## config.mk

```make
export PLATFORM = sky130hd
export DESIGN_NAME = inst_mem_loader
export DESIGN_NICKNAME = d
export VERILOG_FILES = /design/src/rtl/inst_mem_loader.sv
export SDC_FILE = /design/constraint.sdc
export NUM_CORES = 1
export LEC_CHECK = 0
export ABC_CLOCK_PERIOD_IN_PS = 4000
export CORE_AREA = 3 3 85 87
export CTS_BUF_LIST = sky130_fd_sc_hd__clkbuf_4 sky130_fd_sc_hd__clkbuf_8
export CTS_CLUSTER_DIAMETER = 40
export CTS_CLUSTER_SIZE = 8
export DETAILED_ROUTE_END_ITERATION = 10
export DIE_AREA = 0 0 88 90
export GPL_TIMING_DRIVEN = 0
export MAX_ROUTING_LAYER = met4
export PLACE_DENSITY = 0.73
export SYNTH_ARGS = -nofsm -noshare
export SYNTH_HDL_FRONTEND = slang
export SYNTH_SLANG_ARGS = --single-unit
```

## constraint.sdc

```tcl
create_clock -name clk -period 4 [get_ports clk]
set_input_delay 0.8 -clock clk [delete_from_list [all_inputs] [get_ports clk]]
set_output_delay 0.8 -clock clk [all_outputs]
set_load 0.02 [all_outputs]
```

## src/rtl/inst_mem_loader.sv

```systemverilog
`default_nettype none
// ============================================================================
// Module   : inst_mem_loader
// Purpose  : Receives an instruction image as a byte stream and writes it
//            into an instruction memory. The stream is one length byte N
//            (1..DEPTH) followed by N little-endian 3-byte words.
//            Malformed streams end the load with err set.
// Ports    : clk, rst_n            - clock, asynchronous active-low reset
//            start                 - one-cycle pulse that begins a new load
//            byte_valid/byte_data  - serial byte input
//            byte_ready            - byte accepted this cycle
//            wr_en/wr_addr/wr_data - instruction memory write port
//            busy/done/err         - load status (done/err are sticky)
//            word_count            - words written in the current load
// Revision : 1.0 - initial release
// ============================================================================
module inst_mem_loader #(
  parameter int INSTR_W = 19,
  parameter int ADDR_W  = 8,
  parameter int DEPTH   = 26
) (
  input  logic               clk,
  input  logic               rst_n,
  input  logic               start,
  input  logic               byte_valid,
  input  logic [7:0]         byte_data,
  output logic               byte_ready,
  output logic               wr_en,
  output logic [ADDR_W-1:0]  wr_addr,
  output logic [INSTR_W-1:0] wr_data,
  output logic               busy,
  output logic               done,
  output logic               err,
  output logic [ADDR_W-1:0]  word_count
);

  typedef enum logic [2:0] {
    S_IDLE  = 3'd0,
    S_LEN   = 3'd1,
    S_B0    = 3'd2,
    S_B1    = 3'd3,
    S_B2    = 3'd4,
    S_WRITE = 3'd5,
    S_DONE  = 3'd6,
    S_ERR   = 3'd7
  } state_t;

  localparam logic [7:0] C_DEPTH_B = 8'(DEPTH);

  state_t             state_q, state_d;
  logic [ADDR_W-1:0]  len_q, len_d;
  logic [ADDR_W-1:0]  word_count_q, word_count_d;
  logic [ADDR_W-1:0]  wr_addr_q, wr_addr_d;
  logic [INSTR_W-1:0] wr_data_q, wr_data_d;
  logic [7:0]         b0_q, b0_d;
  logic [7:0]         b1_q, b1_d;
  logic               wr_en_q, wr_en_d;
  logic               busy_q, busy_d;
  logic               done_q, done_d;
  logic               err_q, err_d;

  logic               in_byte_state;
  logic               xfer;
  logic [ADDR_W-1:0]  wc_inc;

  // byte_ready is the only combinational output; start has priority so a
  // byte offered alongside start is never consumed.
  assign in_byte_state = (state_q == S_LEN) || (state_q == S_B0) ||
                         (state_q == S_B1)  || (state_q == S_B2);
  assign byte_ready    = in_byte_state && !start;
  assign xfer          = byte_ready && byte_valid;
  assign wc_inc        = word_count_q + ADDR_W'(1);

  always_comb begin
    state_d      = state_q;
    len_d        = len_q;
    word_count_d = word_count_q;
    wr_addr_d    = wr_addr_q;
    wr_data_d    = wr_data_q;
    b0_d         = b0_q;
    b1_d         = b1_q;
    wr_en_d      = 1'b0;

    if (start) begin
      state_d      = S_LEN;
      word_count_d = '0;
      wr_addr_d    = '0;
    end else begin
      case (state_q)
        S_LEN: if (xfer) begin
          len_d = ADDR_W'(byte_data);
          if ((byte_data == 8'd0) || (byte_data > C_DEPTH_B)) state_d = S_ERR;
          else                                               state_d = S_B0;
        end
        S_B0: if (xfer) begin
          b0_d    = byte_data;
          state_d = S_B1;
        end
        S_B1: if (xfer) begin
          b1_d    = byte_data;
          state_d = S_B2;
        end
        S_B2: if (xfer) begin
          // Only 3 bits of the top byte belong to the word; anything else
          // in that byte means the stream is malformed.
          if (byte_data[7:3] != 5'd0) begin
            state_d = S_ERR;
          end else begin
            wr_data_d = INSTR_W'({byte_data[2:0], b1_q, b0_q});
            wr_addr_d = word_count_q;
            wr_en_d   = 1'b1;
            state_d   = S_WRITE;
          end
        end
        S_WRITE: begin
          word_count_d = wc_inc;
          state_d      = (wc_inc == len_q) ? S_DONE : S_B0;
        end
        default: state_d = state_q;  // IDLE, DONE, ERR hold until start
      endcase
    end

    // Status flags are registered images of the next state.
    busy_d = (state_d == S_LEN) || (state_d == S_B0) || (state_d == S_B1) ||
             (state_d == S_B2)  || (state_d == S_WRITE);
    done_d = (state_d == S_DONE);
    err_d  = (state_d == S_ERR);
  end

  always_ff @(posedge clk or negedge rst_n) begin
    if (!rst_n) begin
      state_q      <= S_IDLE;
      len_q        <= '0;
      word_count_q <= '0;
      wr_addr_q    <= '0;
      wr_data_q    <= '0;
      b0_q         <= '0;
      b1_q         <= '0;
      wr_en_q      <= 1'b0;
      busy_q       <= 1'b0;
      done_q       <= 1'b0;
      err_q        <= 1'b0;
    end else begin
      state_q      <= state_d;
      len_q        <= len_d;
      word_count_q <= word_count_d;
      wr_addr_q    <= wr_addr_d;
      wr_data_q    <= wr_data_d;
      b0_q         <= b0_d;
      b1_q         <= b1_d;
      wr_en_q      <= wr_en_d;
      busy_q       <= busy_d;
      done_q       <= done_d;
      err_q        <= err_d;
    end
  end

  assign wr_en      = wr_en_q;
  assign wr_addr    = wr_addr_q;
  assign wr_data    = wr_data_q;
  assign busy       = busy_q;
  assign done       = done_q;
  assign err        = err_q;
  assign word_count = word_count_q;

endmodule
`default_nettype wire

```

==> impl_metrics.json <==
{
  "status": "finished clean",
  "core-area_mm2": 0.00642,
  "post_cts_resized": 0,
  "async_reset_ff_share_pct": 100,
  "maxSlewHeadroom_pct": 38.1,
  "post-route-min-period_ns": 3.50,
  "antenna_found_initial": 0,
  "drv_slew": 0,
  "max_stage_delay_ns": 0.57,
  "critPathSlowestCell": "clkdlybuf4s50_1",
  "yosysWarnings": 0,
  "ir_drop_v": 0.000328,
  "grt-ovfl-total": 0,
  "placed_area_mm2": 0.00368,
  "cp.required_ns": 3.20,
  "ys_seq_area_share_pct": 53.5,
  "via_per_inst": 5.60,
  "worst_pin_slew_ns": 0.926,
  "gp_congestion": 0.814,
  "syn_nets": 265,
  "rsz0062_at_grt": "no",
  "synth_edf_count": 0,
  "fin_crit_sh_pct": 87.5,
  "fin_nets": 326,
  "avgSynthCellArea_um2": 12.2,
  "vias": 2213,
  "cp_max_fo": 10,
  "powerDensity_mw_per_mm2": 488,
  "postLayoutCoreUtil_pct": 60.8,
  "numClockSinks": 66,
  "dp.cells": 379,
  "cts_hold_buf": 0,
  "cts_tree": "yes",
  "min-delay-path-class": "reg2reg",
  "setup_viol": 0,
  "drc": 0,
  "num_rows": 29,
  "grt_pass1_vias": 2262,
  "drt-total-wl_mm": 6.53,
  "globalRouteTotalUtil_pct": 18.6,
  "cts_buffer_depth": 2,
  "path_class": "in2out",
  "syn_to_final_growth_pct": 26.7,
  "cp-end-kind": "output pin",
  "dp_hpwl_mm": 4.52,
  "clk_pin_slew_ns": 0.07,
  "cts_root_buf": "clkbuf_8",
  "design_area_mm2": 0.00391,
  "die_w_um": 88,
  "die-area_mm2": 0.00792,
  "startpoint_type": "input pin",
  "drive_gt1_share_pct": 24.8,
  "synthesis.area_mm2": 0.00308,
  "ys_ff_latch": 66,
  "ios": 52,
  "htreeDepth": 3,
  "max_cap_violations": 0,
  "fin_cells": 395,
  "yosysUniqueCellTypes": 45,
  "leakage_nw": 1.65,
  "dieHeight_um": 90,
  "fmax_mhz": 286,
  "grt_max_degree": 67,
  "dominantRegCellSynth": "dfrtp_1",
  "cts_inserted_buffers": 9,
  "antenna_left": 0,
  "cp_cell_sequence": "clkbuf_1 > buf_1 > clkbuf_1 > nor2_1 > clkdlybuf4s50_1",
  "dr.pass1.iters": 4,
  "fill_cells": 540,
  "synthCells": 252,
  "clk_latency_ns": 0.34,
  "post-cts-setup-buffers": 0,
  "routedWlPerCell_um": 16.5,
  "drtIter0Drc": 213,
  "cp.arrival_ns": 2.70,
  "hold_viol_final": 0,
  "cpMostUsedCell": "clkbuf_1",
  "insertedDiodeCount": 0,
  "grt_pass1_wl_mm": 11.1,
  "fin_skew_ns": 0.00813,
  "port_buffers": 50,
  "initial_core_util_pct": 48.0
}
-- metrics by stage --
stage               power, mW  hold WS [ns]  setup WS (ns)  TNS (ns)
floorplan                1.17         0.474           1.33         0
global placement         1.27         0.481       -0.00819    -0.257
detailed placement       1.29         0.491          0.485         0
CTS                      1.93         0.508          0.490         0
global route             2.02         0.521          0.354         0
finish                   1.91         0.504          0.501         0
-- flip-flops by register name (all words and copies together) (netlist names) --
| register | flops |
|---|---|
| state_q | 3 |
| busy | 1 |
| wr_en | 1 |
| b0_q | 8 |
| err | 1 |
| done | 1 |
| wr_addr | 8 |
| wr_data | 19 |
| b1_q | 8 |
| len_q | 8 |
| word_count | 8 |
-- routing by layer --
layer	track usage, %	part of all wire, %	vias to the layer above
li1	-	-	1038
met1	24.2	44	1090
met2	28.0	47	73
met3	4.48	6.6	12
met4	6.91	1.7	0
met5	-	0	-
-- final cells by class --
type                            instances  area, um^2  area share [%]
Sequential cell                        66        1650            42.3
Multi-Input combinational cell        163        1310            33.5
Timing Repair Buffer                   50         498            12.7
Buffer                                 19         110            2.82
Clock buffer                           10         138            3.52
Tap cell                               77        96.3            2.47
Clock inverter                          6        90.1            2.31
Inverter                                4        15.0           0.384
-- synthesized netlist by cell type, types with 2 or more instances --
cell       n  area share [%]
a211oi_1  13             3.2
a211oi_2   3             1.2
a21oi_1   14             2.3
a31oi_1    2            0.41
and3_1     2            0.41
buf_2      4            0.65
buf_4      3            0.73
buf_6      3             1.1
clkbuf_1   8            0.97
dfrtp_1   66              54
inv_1      4            0.49
mux2_2    43              16
mux2i_1    2            0.65
nand2_1   10             1.2
nand2b_1   3            0.61
nand3_1    6            0.97
nor2_1     9             1.1
nor2b_1    2            0.41
nor3_1     5            0.81
nor4_1     2            0.41
o21ai_0    4            0.65
o22ai_1    2            0.41
or3_1      3            0.61
or3_4      2            0.73
or4_1      3            0.73
xnor2_1    9             2.6
xor2_1     7             2.0
-- report_power, final --
part | switching [mW] | internal [mW]
sequential | 0.0818 | 0.801
clock | 0.263 | 0.369
combinational | 0.183 | 0.209
total | 0.528 | 1.38
-- worst max-delay path: cells and delay by family --
| kind | cells | cell delay (ns) |
|---|---|---|
| buf+inv | 4 | 1.77 |
| simple gates | 1 | 0.12 |
-- final timing paths --
path                                          endpoint  cells after the start                 startpoint  slack, ns
worst max-delay path                        byte_ready                      5                      start       0.50
worst min-delay path            wr_data[2]$_DFFE_PN0P_                      1        b0_q[2]$_DFFE_PN0P_       0.50
worst max register to register          busy$_DFF_PN0_                      8  word_count[1]$_DFFE_PN0P_       1.22
worst min register to register  wr_data[2]$_DFFE_PN0P_                      1        b0_q[2]$_DFFE_PN0P_       0.50
max in group asynchronous       wr_data[7]$_DFFE_PN0P_                      1                      rst_n       2.92
min in group asynchronous       wr_addr[2]$_DFFE_PN0P_                      1                      rst_n       0.55
-- placed cells by master (no fill, tap or decap), types with 2 or more instances in the layout --
master,n
nand2b_1,3
xor2_1,7
dfrtp_1,66
mux2i_1,2
clkbuf_1,8
clkdlybuf4s50_1,49
or4_1,3
clkbuf_8,10
nor4_1,2
a211oi_2,3
o21ai_0,4
mux2_2,43
inv_1,4
a21oi_1,14
a31oi_1,2
nor3_1,5
buf_4,4
bufinv_16,2
and3_1,2
a211oi_1,13
or3_4,2
nand2_1,10
o22ai_1,2
buf_2,4
xnor2_1,9
nor2_1,9
buf_6,3
nand3_1,6
clkinv_4,2
nor2b_1,2
or3_1,3
-- kinds of logic after synthesis --
| kind of cell | after synthesis | share of synthesized area, % |
|---|---|---|
| flops | 66 | 53.5 |
| simple gates | 54 | 10.4 |
| compound gates | 47 | 10.7 |
| mux | 45 | 16.3 |
| buf+inv | 23 | 4.06 |
| xor+xnor | 16 | 4.54 |
| fa+ha+maj | 1 | 0.406 |
Note: power is estimated with default switching activity, not from simulation.
